File: config.mk
export PLATFORM = sky130hd
export DESIGN_NAME = bp_burst_to_lite_flat
export DESIGN_NICKNAME = d
export VERILOG_FILES = /design/src/rtl/bp_burst_to_lite_pkg.sv /design/src/rtl/bp_burst_to_lite_if.sv /design/src/rtl/bp_burst_to_lite_gather.sv /design/src/rtl/bp_burst_to_lite.sv /design/src/flat_wrapper.sv
export SDC_FILE = /design/constraint.sdc
export NUM_CORES = 1
export LEC_CHECK = 0
export BUFFER_PORTS_ARGS = -buffer_cell sky130_fd_sc_hd__buf_2
export CAP_MARGIN = 20
export CORE_AREA = 2 2 272 274
export DETAILED_ROUTE_END_ITERATION = 8
export DIE_AREA = 0 0 274 276
export MAX_ROUTING_LAYER = met4
export SYNTH_ARGS = -nofsm -noshare
export SYNTH_HDL_FRONTEND = slang
export SYNTH_SLANG_ARGS = --single-unit
File: constraint.sdc
create_clock -name clk_i -period 2.5 [get_ports clk_i]
set_input_delay 0.125 -clock clk_i [delete_from_list [all_inputs] [get_ports clk_i]]
set_output_delay 0.125 -clock clk_i [all_outputs]
set_load 0.05 [all_outputs]
File: src/rtl/bp_burst_to_lite_pkg.sv
// Shared types and helpers for the Burst-to-Lite gatherer and its serializer counterpart.
// No logic state lives here.
// Header layout matches the Lite header that is replayed on the output side.
package bp_burst_to_lite_pkg;

  localparam int paddr_width_lp   = 40;
  localparam int payload_width_lp = 16;

  typedef enum logic [3:0] {
    e_bedrock_mem_rd    = 4'd0,
    e_bedrock_mem_wr    = 4'd1,
    e_bedrock_mem_uc_rd = 4'd2,
    e_bedrock_mem_uc_wr = 4'd3
  } msg_type_e;

  typedef enum logic [2:0] {
    e_size_1, e_size_2, e_size_4, e_size_8,
    e_size_16, e_size_32, e_size_64, e_size_128
  } msg_size_e;

  typedef struct packed {
    msg_type_e                   msg_type;
    msg_size_e                   size;
    logic [paddr_width_lp-1:0]   addr;
    logic [payload_width_lp-1:0] payload;
  } hdr_t;

  typedef enum logic [1:0] {e_ready, e_data, e_send} state_e;

  // Width of a counter able to index n slots; never zero.
  function automatic int safe_clog2(input int n);
    return (n <= 1) ? 1 : $clog2(n);
  endfunction

  // Number of Burst beats a message of 2^size bytes occupies; sub-beat sizes still use one beat.
  function automatic int bp_me_burst_beats(input logic [2:0] size, input int beat_bytes);
    int b;
    b = int'(32'd1 << size) / beat_bytes;
    return (b < 1) ? 1 : b;
  endfunction

endpackage

File: src/rtl/bp_burst_to_lite_if.sv
// Burst input (header + beat channels) and Lite output bundle.
// All three channels use ready-valid-and handshakes.
// master drives Burst and consumes Lite; slave is the converter.
interface bp_burst_to_lite_if
  import bp_burst_to_lite_pkg::*;
#(
  parameter int in_width_p  = 64,
  parameter int out_width_p = 512
);
  hdr_t                              in_msg_header;
  logic                              in_msg_header_v;
  logic                              in_msg_header_ready_and;
  logic [in_width_p-1:0]             in_msg_data;
  logic                              in_msg_data_v;
  logic                              in_msg_data_ready_and;
  logic [$bits(hdr_t)+out_width_p-1:0] out_msg;
  logic                              out_msg_v;
  logic                              out_msg_ready_and;

  modport master (
    output in_msg_header, in_msg_header_v, in_msg_data, in_msg_data_v, out_msg_ready_and,
    input  in_msg_header_ready_and, in_msg_data_ready_and, out_msg, out_msg_v
  );

  modport slave (
    input  in_msg_header, in_msg_header_v, in_msg_data, in_msg_data_v, out_msg_ready_and,
    output in_msg_header_ready_and, in_msg_data_ready_and, out_msg, out_msg_v
  );
endinterface

File: src/rtl/bp_burst_to_lite_gather.sv
// Beat counter plus slot-indexed data register that assembles narrow beats into one wide word.
// Latency: a beat lands in its slot on the edge of its write strobe; done_o is combinational.
// No backpressure of its own: the caller only strobes we_i on an accepted beat.
module bp_burst_to_lite_gather
  import bp_burst_to_lite_pkg::*;
#(
  parameter int in_width_p  = 64,
  parameter int max_beats_p = 8
) (
  input  logic                                 clk_i,
  input  logic                                 reset_n_i,
  input  logic                                 clear_i,
  input  logic                                 we_i,
  input  logic [in_width_p-1:0]                data_i,
  input  logic [safe_clog2(max_beats_p)-1:0]   last_cnt_i,
  output logic [in_width_p*max_beats_p-1:0]    data_o,
  output logic                                 done_o
);
  localparam int cnt_width_lp = safe_clog2(max_beats_p);

  logic [cnt_width_lp-1:0]           r_cnt;
  logic [in_width_p*max_beats_p-1:0] r_data;

  // Clear on a new message, otherwise drop each accepted beat into the next slot.
  always_ff @(posedge clk_i or negedge reset_n_i) begin
    if (!reset_n_i) begin
      r_cnt  <= '0;
      r_data <= '0;
    end else if (clear_i) begin
      r_cnt  <= '0;
      r_data <= '0;
    end else if (we_i) begin
      r_data[int'(r_cnt)*in_width_p +: in_width_p] <= data_i;
      r_cnt <= r_cnt + 1'b1;
    end
  end

  assign data_o = r_data;
  assign done_o = we_i & (r_cnt == last_cnt_i);
endmodule

File: src/rtl/bp_burst_to_lite.sv
// Gathers a Burst header plus narrow beats into one Lite message carrying wide data.
// Latency: out valid one cycle after the header (no data) or after the last beat handshake.
// One message in flight; input readies drop while a message is held until the consumer takes it.
module bp_burst_to_lite
  import bp_burst_to_lite_pkg::*;
#(
  parameter int          in_data_width_p  = 64,
  parameter int          out_data_width_p = 512,
  parameter int          payload_width_p  = payload_width_lp,
  parameter logic [15:0] payload_mask_p   = '0
) (
  input logic               clk_i,
  input logic               reset_n_i,
  bp_burst_to_lite_if.slave bus
);
  localparam int max_beats_lp = out_data_width_p / in_data_width_p;
  localparam int cnt_width_lp = safe_clog2(max_beats_lp);
  localparam int in_bytes_lp  = in_data_width_p / 8;
  localparam int out_bytes_lp = out_data_width_p / 8;

  if (in_data_width_p > out_data_width_p) begin : g_err_narrow_out
    $error("in_data_width_p must not exceed out_data_width_p");
  end
  if (out_data_width_p % in_data_width_p != 0) begin : g_err_multiple
    $error("out_data_width_p must be a multiple of in_data_width_p");
  end
  if (payload_width_p != payload_width_lp) begin : g_err_payload
    $error("payload_width_p must match the header payload field");
  end

  state_e                      r_state, w_state_n;
  hdr_t                        r_hdr;
  logic                        w_hdr_rdy, w_data_rdy, w_out_v;
  logic                        w_hdr_hs, w_data_hs, w_done;
  logic                        w_has_data_in, w_has_data;
  logic [cnt_width_lp-1:0]     w_last_cnt;
  logic [out_data_width_p-1:0] w_asm, w_data;
  logic [7:0]                  w_size_mask;

  assign w_hdr_hs      = w_hdr_rdy & bus.in_msg_header_v;
  assign w_data_hs     = w_data_rdy & bus.in_msg_data_v;
  assign w_has_data_in = payload_mask_p[bus.in_msg_header.msg_type];
  assign w_has_data    = payload_mask_p[r_hdr.msg_type];
  assign w_last_cnt    = cnt_width_lp'(bp_me_burst_beats(r_hdr.size, in_bytes_lp) - 1);

  bp_burst_to_lite_gather #(
    .in_width_p  (in_data_width_p),
    .max_beats_p (max_beats_lp)
  ) u_gather (
    .clk_i      (clk_i),
    .reset_n_i  (reset_n_i),
    .clear_i    (w_hdr_hs),
    .we_i       (w_data_hs),
    .data_i     (bus.in_msg_data),
    .last_cnt_i (w_last_cnt),
    .data_o     (w_asm),
    .done_o     (w_done)
  );

  // State register.
  always_ff @(posedge clk_i or negedge reset_n_i) begin
    if (!reset_n_i) r_state <= e_ready;
    else            r_state <= w_state_n;
  end

  // Capture the header on acceptance; it is replayed unchanged on the Lite side.
  always_ff @(posedge clk_i or negedge reset_n_i) begin
    if (!reset_n_i)    r_hdr <= '0;
    else if (w_hdr_hs) r_hdr <= bus.in_msg_header;
  end

  // Next state and channel enables; only one channel is open in any state.
  always_comb begin
    w_state_n  = r_state;
    w_hdr_rdy  = 1'b0;
    w_data_rdy = 1'b0;
    w_out_v    = 1'b0;
    case (r_state)
      e_ready: begin
        w_hdr_rdy = 1'b1;
        if (bus.in_msg_header_v) w_state_n = w_has_data_in ? e_data : e_send;
      end
      e_data: begin
        w_data_rdy = 1'b1;
        if (w_done) w_state_n = e_send;
      end
      e_send: begin
        w_out_v = 1'b1;
        if (bus.out_msg_ready_and) w_state_n = e_ready;
      end
      default: w_state_n = e_ready;
    endcase
  end

  // Small messages are replicated by folding each output byte onto the low 2^size-byte region.
  assign w_size_mask = 8'((32'd1 << r_hdr.size) - 32'd1);
  always_comb begin
    w_data = '0;
    if (w_has_data) begin
      for (int i = 0; i < out_bytes_lp; i++) begin
        w_data[8*i +: 8] = w_asm[8*(i & int'(w_size_mask)) +: 8];
      end
    end
  end

  // Reset forces every handshake output low even though the FSM rests in e_ready.
  assign bus.in_msg_header_ready_and = w_hdr_rdy & reset_n_i;
  assign bus.in_msg_data_ready_and   = w_data_rdy & reset_n_i;
  assign bus.out_msg_v               = w_out_v & reset_n_i;
  assign bus.out_msg                 = (w_out_v & reset_n_i) ? {r_hdr, w_data} : '0;

  a_size_fits: assert property (@(posedge clk_i) disable iff (!reset_n_i)
    w_hdr_hs |-> ((32'd1 << bus.in_msg_header.size) <= 32'(out_bytes_lp)));
endmodule

File: src/flat_wrapper.sv
// flat-port wrapper written by rule: the top's interface ports become plain ports
module bp_burst_to_lite_flat import bp_burst_to_lite_pkg::*;
#(
  parameter int          in_data_width_p  = 64,
  parameter int          out_data_width_p = 512,
  parameter int          payload_width_p  = payload_width_lp,
  parameter logic [15:0] payload_mask_p   = '0
)
  (clk_i, reset_n_i, bus_in_msg_header, bus_in_msg_header_v, bus_in_msg_data, bus_in_msg_data_v, bus_out_msg_ready_and, bus_in_msg_header_ready_and, bus_in_msg_data_ready_and, bus_out_msg, bus_out_msg_v);
  bp_burst_to_lite_if #(.in_width_p((64)), .out_width_p((512))) bus_i ();
  input logic clk_i;
  input logic reset_n_i;
  input wire logic [$bits(bus_i.in_msg_header)-1:0] bus_in_msg_header;
  input wire logic [$bits(bus_i.in_msg_header_v)-1:0] bus_in_msg_header_v;
  input wire logic [$bits(bus_i.in_msg_data)-1:0] bus_in_msg_data;
  input wire logic [$bits(bus_i.in_msg_data_v)-1:0] bus_in_msg_data_v;
  input wire logic [$bits(bus_i.out_msg_ready_and)-1:0] bus_out_msg_ready_and;
  output wire logic [$bits(bus_i.in_msg_header_ready_and)-1:0] bus_in_msg_header_ready_and;
  output wire logic [$bits(bus_i.in_msg_data_ready_and)-1:0] bus_in_msg_data_ready_and;
  output wire logic [$bits(bus_i.out_msg)-1:0] bus_out_msg;
  output wire logic [$bits(bus_i.out_msg_v)-1:0] bus_out_msg_v;
  assign bus_i.in_msg_header = bus_in_msg_header;
  assign bus_i.in_msg_header_v = bus_in_msg_header_v;
  assign bus_i.in_msg_data = bus_in_msg_data;
  assign bus_i.in_msg_data_v = bus_in_msg_data_v;
  assign bus_i.out_msg_ready_and = bus_out_msg_ready_and;
  assign bus_in_msg_header_ready_and = bus_i.in_msg_header_ready_and;
  assign bus_in_msg_data_ready_and = bus_i.in_msg_data_ready_and;
  assign bus_out_msg = bus_i.out_msg;
  assign bus_out_msg_v = bus_i.out_msg_v;
  bp_burst_to_lite #(.in_data_width_p(in_data_width_p), .out_data_width_p(out_data_width_p), .payload_width_p(payload_width_p), .payload_mask_p(payload_mask_p)) u_core (.clk_i(clk_i), .reset_n_i(reset_n_i), .bus(bus_i));
endmodule
==> results of run 1 <==
[final cells by class]
type | count | area [um^2] | share of cell area, %
Clock buffer | 9 | 225 | 2.90
Sequential cell | 64 | 1600 | 20.6
Tap cell | 959 | 1200 | 15.4
Clock inverter | 7 | 103 | 1.32
Multi-Input combinational cell | 644 | 3290 | 42.3
Timing Repair Buffer | 199 | 1350 | 17.4
[stage by stage]
step	setup WS [ns]	power [mW]
after CTS	0.489	6.02
final	0.512	5.97
after global routing	0.419	6.22
after detailed placement	0.889	4.48
after global placement	0.880	4.47
after floorplan	1.13	4.81
[worst max-delay path, stage by stage (launching register included)]
cell     delay [ns]
dfrtp_2        0.38
buf_4          0.49
and3_1         0.32
buf_2          0.29
[worst max path at each step]
stage | end | cells after the start | slack [ns] | start
after CTS | bus_out_msg[514] | 3 | 0.49 | u_core.r_state[1]
after floorplan | bus_in_msg_header_ready_and | 2 | 1.13 | u_core.r_state[1]
after global placement | bus_out_msg[514] | 3 | 0.88 | u_core.r_state[1]
after global routing | bus_out_msg[541] | 3 | 0.42 | u_core.r_state[1]
final | bus_out_msg[541] | 3 | 0.51 | u_core.r_state[1]
after detailed placement | bus_out_msg[514] | 3 | 0.89 | u_core.r_state[1]
[layer usage]
| metal | wire (um) | vias up | track usage, % | part of all wire [%] |
|---|---|---|---|---|
| met2 | 6060 | 355 | 4.85 | 52 |
| met3 | 1340 | 28 | 0.912 | 12 |
| met1 | 3780 | 1696 | 2.62 | 33 |
| li1 | - | 1657 | - | - |
| met4 | 425 | 0 | 1.81 | 3.7 |
| met5 | 0 | - | - | 0 |
[layout by cell type (no fill, tap or decap)]
| cell | Yosys | final |
|---|---|---|
| conb_1 | 1 | 513 |
| buf_2 | 2 | 130 |
| and3_1 | 63 | 63 |
| dfrtp_1 | 64 | 63 |
| mux2_4 | 60 | 60 |
| dlygate4sd3_1 | 0 | 58 |
| clkbuf_16 | 0 | 9 |
| buf_4 | 513 | 8 |
| mux2_2 | 3 | 3 |
| buf_12 | 6 | 3 |
| clkinv_4 | 0 | 2 |
| bufinv_16 | 0 | 2 |
| inv_6 | 0 | 2 |
| nor2b_1 | 2 | 1 |
| nor2b_4 | 0 | 1 |
| nor2_1 | 1 | 1 |
| a21oi_1 | 1 | 1 |
| and2_1 | 1 | 1 |
| clkinvlp_4 | 0 | 1 |
| dfrtp_2 | 0 | 1 |
[repair_timing]
| item | CTS | global route |
|---|---|---|
| resized for setup | 0 | 0 |
| hold buffers | 58 | 0 |
| hold endpoints to repair | 107 | 0 |
| setup buffers | 0 | 0 |
[flip-flops by register name (all words and copies together), names as in the netlist]
name / flops
u_core.r_hdr: 63
u_core.r_state: 1
[power breakdown]
part	internal (mW)	switching, mW
clock network	0.883	0.530
logic	0.640	2.47
registers	1.31	0.149
[cell families (layout without fill, tap and decap cells)]
logic type / after synthesis / count (layout) / share of synthesized area, %
AO/OA/AOI/OAI: 1 / 1 / 0.0714
buffers and inverters: 534 / 215 / 57.7
flip-flops: 64 / 64 / 22.9
multiplexers: 63 / 63 / 13.4
other: 1 / 513 / 0.0536
AND/OR/NAND/NOR: 67 / 67 / 5.95
[Yosys cell counts]
library cell,number
buf_12,6
dfrtp_1,64
clkbuf_1,12
and3_1,63
and2_1,1
conb_1,1
buf_2,2
mux2_4,60
a21oi_1,1
buf_6,1
buf_4,513
mux2_2,3
nor2_1,1
nor2b_1,2
==> out/metrics.cfg, run 1 <==
[grt]
grt_pass1_vias = 3040
grt_max_degree = 100
grt_pass1_wl_um = 16100
antenna_found_initial = 0
track_usage_pct = 2.79
grt-ovfl-total = 0

[clock_tree]
path_clk_slew_ns = 0.06
clock-sinks = 64
cts_buffers = 9
cts_tree = yes
clock_latency_ns = 0.35
cts_max_level = 3
clock_path_buffers = 2
root_buffer = clkbuf_16

[critical_path]
r2r_slack_ns = 0.91
r2r-end = u_core.r_hdr[39]
endpoint_kind = primary output
r2r_cells = 3
critical_path_class = flop to primary output
critPathLaunchType = flop
required_ns = 2.38
worstReg2RegStart = u_core.r_state[1]
path_max_fanout = 67
arrival_ns = 1.86

[route]
postRouteAntennaNets = 0
post-route-drc-count = 0
routedWlPerCell_um = 6.16
first_pass_iters = 4
routed_wl_um = 11600
via_count = 3736
vias_per_cell = 1.99
drt_iter0_drc = 60

[placement]
post_dp_cell_area_um2 = 6860
place_congestion = 0.709
dpl.hpwl_um = 8810
place_inst = 1808
port_buffers = 131

[layout]
fillers = 8405
drive_above_1_share_pct = 24.1
area_delta_synth_final_pct = 11.0
final_core_util_pct = 10.7
final_cells = 1882
antenna_cells = 0
postLayoutCellArea_um2 = 7770
nets = 1050

[job]
drv_cap = 0

[logic_synthesis]
synth_top_area_share_pct = 55.0
synth_area_per_cell_um2 = 9.59
netlist_top_cells_area = buf_4, dfrtp_1, mux2_4
synth_seq_cells = 64
yosysWarnings = 0
synth_cell_types = 14
yosysSeqAreaShare_pct = 22.9
synthCells = 730
syn-cell-area_um2 = 7000
synth_top_area_cell = buf_4

[timing]
fin_setup_tns_ns = 0
fmaxAchievable_ghz = 0.503
period_minus_slack_ns = 1.99
slew_headroom_pct = 60.2
slew_violations = 0
post-route-period-util_pct = 79.5
worst_pin_slew_ns = 0.597
hold_ws_ns = 0.0259
rsz0062_at_grt = no
hold_viol_final = 0
setup_viol = 0
finClkSkew_ns = 0.00881

[power]
p_per_area_nw_per_um2 = 769
power_leakage_nw = 4.28
peakVddDrop_v = 0.000406

[floorplan]
die_h_um = 276
fp.dieW_um = 274
row_count = 99
dieArea_um2 = 75600
core-area_um2 = 72600
num_io_pins = 710
initial_core_util_pct = 9.64

[worst_hold_path]
whs_endpoint = u_core.r_hdr[30]
hp-class = primary input to flop
min_delay_path_depth = 2
worstHoldStart = bus_in_msg_header[30]

[run_status]
outcome = complete, no violations

Power figures use the tool's default switching activity.
==> run 2, diff against run 1 <==
Settings changed: ABC_AREA set to 1, CORE_AREA 2 2 272 274 to 2 2 275 277, DIE_AREA 0 0 274 276 to 0 0 277 279.
Clock period 2.5 ns to 2.03 ns, I/O delays scaled along.
==> out/metrics.cfg, run 2 <==
[run_status]
outcome = complete, no violations

[clock_tree]
post_cts_buffers = 0
cts_max_level = 3
clock-sinks = 64
cts_tree = yes
clock_latency_ns = 0.37
cts_buffers = 9
path_clk_slew_ns = 0.06
clock_path_buffers = 2
root_buffer = clkbuf_16

[logic_synthesis]
yosysSeqAreaShare_pct = 22.9
syn-cell-area_um2 = 6980
synth_xor_area_share_pct = 0
synth_top_area_share_pct = 55.9
synth_seq_cells = 64
synth_top_area_cell = buf_4
synth_cell_types = 13
async_flop_share_pct = 100
synth_top_family_by_area = buffers and inverters
synthCells = 926
synth_ff_type = dfrtp_1
synth_most_common_cell = buf_4
synth_edf_count = 0
yosysWarnings = 0
synthAdderAreaFrac_pct = 0
synth_compound_area_share_pct = 0.0717
muxShareOfSynthArea_pct = 0
synth_common_cells = buf_4, nand2_1, inv_1
yosys.area_share.simple_pct = 15.0
synth_area_per_cell_um2 = 7.54
netlist_top_cells_area = buf_4, dfrtp_1, nand2_1

[timing]
post-route-period-util_pct = 93.0
fmaxAchievable_ghz = 0.530
rsz0062_at_grt = no
slew_headroom_pct = 64.7
finClkSkew_ns = 0.0121
period_minus_slack_ns = 1.89
worst_pin_slew_ns = 0.530
slew_violations = 0
fin_setup_tns_ns = 0
setup_viol = 0
hold_viol_final = 0

[floorplan]
dieArea_um2 = 77300
row_count = 100
core-area_um2 = 74100
fp.dieW_um = 277
die_h_um = 279
num_io_pins = 710
initial_core_util_pct = 9.43

[layout]
final_cell_mix = conb_1, buf_2, nand2_1
drive_above_1_share_pct = 13.9
largest_reg_flops = 63
reg.largest.list = u_core.r_hdr x63, u_core.r_state x1
layout_commonest_cell = conb_1
area_delta_synth_final_pct = 10.7
final_core_util_pct = 10.4
largest-register = u_core.r_hdr
nets = 1243

[grt]
grt_pass1_vias = 3365
grt_pass1_wl_um = 21400
antenna_found_initial = 2
grt_max_degree = 65
track_usage_pct = 4.13
grt-ovfl-total = 0

[critical_path]
r2r_slack_ns = 0.76
critical_path_class = primary input to primary output
required_ns = 1.93
endpoint_kind = primary output
arrival_ns = 1.79
r2r-end = u_core.r_hdr[61]
worstReg2RegStart = u_core.r_state[1]
critPathLaunchType = primary input
path_max_fanout = 38
r2r_cells = 4

[power]
p_switching_mw = 3.85
combPwrFrac_pct = 51.4
power_leakage_nw = 4.44
intPower_mw = 2.83
pwr-share-seq_pct = 25.0
clockPowerShare_pct = 23.6
peakVddDrop_v = 0.000258
p_per_area_nw_per_um2 = 864
swShare_pct = 57.6

[placement]
place_congestion = 0.673
dpl.hpwl_um = 12200
port_buffers = 131

[route]
via_count = 4454
post-route-drc-count = 0
vias_per_cell = 2.14
postRouteAntennaNets = 0
routedWlPerCell_um = 8.08
first_pass_iters = 4
drt_iter0_drc = 105
routed_wl_um = 16900

[worst_hold_path]
min_delay_path_depth = 3
worstHoldStart = bus_in_msg_header[46]
hp-class = primary input to flop
whs_endpoint = u_core.r_hdr[46]

[job]
drv_cap = 0

-- run 2: changes by cell type in the layout (fill, tap and decap cells not counted), moves of 5 or more --
cell	change
nand3_1	+63
dlygate4sd3_1	+5
nand2_1	+126
nor2_1	+63
inv_1	+65
and3_1	-63
mux2_4	-60
-- run 2: how the worst max path moves through the flow --
stage                     slack [ns]               end         startpoint  depth (start not counted)
after floorplan                 0.59  bus_out_msg[560]  u_core.r_state[1]                          3
after global placement          0.47  bus_out_msg[514]  u_core.r_state[1]                          4
final                           0.14  bus_out_msg[522]          reset_n_i                          6
after global routing           0.004  bus_out_msg[522]          reset_n_i                          6
after detailed placement        0.48  bus_out_msg[514]  u_core.r_state[1]                          4
after CTS                       0.03  bus_out_msg[514]          reset_n_i                          6
-- run 2: metrics by stage --
step | power, mW | hold WS (ns) | setup slack (ns) | instance area (um^2) | std cells
final | 6.68 | 0.0480 | 0.143 | 7730 | 2086
after global routing | 7.08 | 0.0521 | 0.00422 | 7730 | 2086
after CTS | 6.84 | 0.0152 | 0.0349 | 7730 | 2084
after detailed placement | 5.04 | 0.306 | 0.476 | 6820 | 2006
after global placement | 5.03 | 0.306 | 0.467 | 6820 | 2006
after floorplan | 5.42 | -0.194 | 0.591 | 8910 | 1438
-- run 2: metal layers --
layer  vias to the layer above  wire length, um  track usage, %
met5                         -                0               -
met2                       354             8480            6.65
met1                      1980             6320            4.41
met4                         0              500            2.41
met3                        17             1550            1.41
li1                       2103                -               -
-- run 2: cell type report --
class	instances	area, um^2
Antenna cell	2	5.00
Tap cell	969	1210
Timing Repair Buffer	201	1410
Sequential cell	64	1600
Clock inverter	3	17.5
Inverter	66	248
Multi-Input combinational cell	769	2980
Clock buffer	12	256
Fill cell	8666	66300
-- run 2: power by group through the flow --
stage          clock [mW]  combinational, mW  sequential, mW
2_1_floorplan           0               3.76            1.66
4_1_cts              1.72               3.44            1.67
5_1_grt              1.75               3.62            1.71
3_3_place_gp            0               3.34            1.69
6_report             1.58               3.43            1.67
3_5_place_dp            0               3.35            1.69
-- run 2: worst max-delay path, cell delays in order --
cell and delay, ns:
dlygate4sd3_1 0.53, buf_4 0.17, nand2_4 0.18, buf_12 0.23, nor2_1 0.20, buf_2 0.30
-- run 2: timing repair --
item	4_1_cts	5_1_grt
hold endpoints to repair	126	0
hold buffers	63	0
endpoints found under the setup margin	0	1
resized for setup	0	1
-- run 2: logic make-up (layout without fill, tap and decap cells) --
kind of cell / count (synthesis) / count (layout)
AO/OA/AOI/OAI: 1 / 1
buffers and inverters: 605 / 282
flip-flops: 64 / 64
other: 1 / 515
AND/OR/NAND/NOR: 255 / 255
==> run 3, diff against run 2 <==
Settings changed: BUFFER_PORTS_ARGS -buffer_cell sky130_fd_sc_hd__buf_2 to not set, CORE_AREA 2 2 275 277 to 2 2 276 278, DIE_AREA 0 0 277 279 to 0 0 278 280, DONT_BUFFER_PORTS set to 1.
==> out/metrics.cfg, run 3 (synthesis results as in run 2) <==
[grt]
grt_pass1_wl_um = 23400
grt-ovfl-total = 0
antenna_found_initial = 4
grt_max_degree = 65
grt_pass1_vias = 3755
track_usage_pct = 4.49

[route]
drt_iter0_drc = 142
wirelength_met1_um = 6750
first_pass_iters = 4
met2_length_um = 9200
vias_per_cell = 2.20
post-route-drc-count = 0
routed_wl_um = 18000
postRouteAntennaNets = 0
top_layer_used = met4
routedWlPerCell_um = 8.58
wl_met3_um = 1700
via_count = 4604

[floorplan]
dieArea_um2 = 77800
core-area_um2 = 75200
fp.dieW_um = 278
num_io_pins = 710
row_count = 101
initial_core_util_pct = 9.29
die_h_um = 280

[layout]
drive_above_1_share_pct = 8.25
reg.largest.list = u_core.r_hdr x63, u_core.r_state x1
final_cell_mix = conb_1, dlygate4sd3_1, nand2_1
area_delta_synth_final_pct = 18.7
largest_reg_flops = 63
fillers = 8654
nets = 1242
layout_commonest_cell = conb_1
largest-register = u_core.r_hdr
postLayoutCellArea_um2 = 8290

[placement]
post_dp_cell_area_um2 = 6620
place_congestion = 0.678
port_buffers = 0
dpl.hpwl_um = 11900

[clock_tree]
cts_max_level = 3
cts_tree = yes
cts_buffers = 9
clock_latency_ns = 0.38
path_clk_slew_ns = 0.07
clock-sinks = 64
clock_path_buffers = 2
root_buffer = clkbuf_16
post_cts_buffers = 0

[critical_path]
cpPeakStageDelay_ns = 0.63
required_ns = 2.34
arrival_ns = 2.22
critical_path_class = flop to flop
path_max_fanout = 33
r2r_slack_ns = 0.12
cpMaxStageDelayCell = dlygate4sd3_1
endpoint_kind = flop
path_cells = clkinv_2 > buf_4 > nand3_1 > dlygate4sd3_1 > nand2_1
critPathLaunchType = flop

[power]
peakVddDrop_v = 0.000318
p_per_area_nw_per_um2 = 875
power_leakage_nw = 4.36

[timing]
finClkSkew_ns = 0.0104
setup_viol = 0
fin_setup_tns_ns = 0
hold_ws_ns = 0.165
fmaxAchievable_ghz = 0.523
rsz0062_at_grt = no
period_minus_slack_ns = 1.91
slew_violations = 0
post-route-period-util_pct = 94.2
hold_viol_final = 0

[job]
drv_cap = 0

[worst_hold_path]
hp-class = primary input to flop

[run_status]
outcome = complete, no violations

==> run 3: final timing paths <==
kind	start	end	cells past startpoint
min	bus_in_msg_header_v	u_core.r_hdr[24]	3
max	u_core.r_state[1]	u_core.r_hdr[47]	5
min in group asynchronous	reset_n_i	u_core.r_hdr[4]	2
max in group asynchronous	reset_n_i	u_core.r_hdr[17]	2
max reg2reg	u_core.r_state[1]	u_core.r_hdr[47]	5
min reg2reg	u_core.r_hdr[10]	u_core.r_hdr[10]	2
==> run 3: final cells by class <==
cell class	count	area [um^2]	share of cell area, %
multi-input cells	769	2980	36.0
clock inverters	6	115	1.39
repair buffers	200	1870	22.6
well taps	978	1220	14.8
flip-flops and latches	64	1600	19.3
clock buffers	10	239	2.88
inverters	66	249	3.00
diodes	4	10.0	0.121
==> run 3: what timing repair did <==
item,in CTS,in global routing
hold buffers,129,0
endpoints found under the hold margin,128,0
setup endpoints to repair,0,1
resized for setup,0,1
==> run 3: per-layer routing <==
metal | up-vias | track usage, %
li1 | 2112 | -
met1 | 2102 | 4.57
met2 | 373 | 7.65
met3 | 17 | 1.81
met4 | 0 | 1.88
met5 | - | -
==> run 3: worst max-delay path, delay by kind of cell, from the launching register on <==
kind | cells | cell delay (ns)
buffers and inverters | 3 | 1.14
flip-flops | 1 | 0.44
AND/OR/NAND/NOR | 2 | 0.26
==> run 3: report_power, final <==
part           switching (mW)  internal, mW
Clock                   0.784          1.24
Combinational            3.02         0.530
Sequential              0.142          1.53
==> run 3: metrics by stage <==
step | power [mW] | utilization, % | std cells | setup slack, ns
finish | 7.26 | 11.0 | 2097 | 0.118
global route | 7.68 | 11.0 | 2096 | 0.0217
CTS | 7.40 | 11.0 | 2093 | 0.0499
detailed placement | 4.97 | 8.80 | 1948 | 0.576
global placement | 4.96 | 8.80 | 1948 | 0.585
floorplan | 5.42 | - | 1438 | 0.591
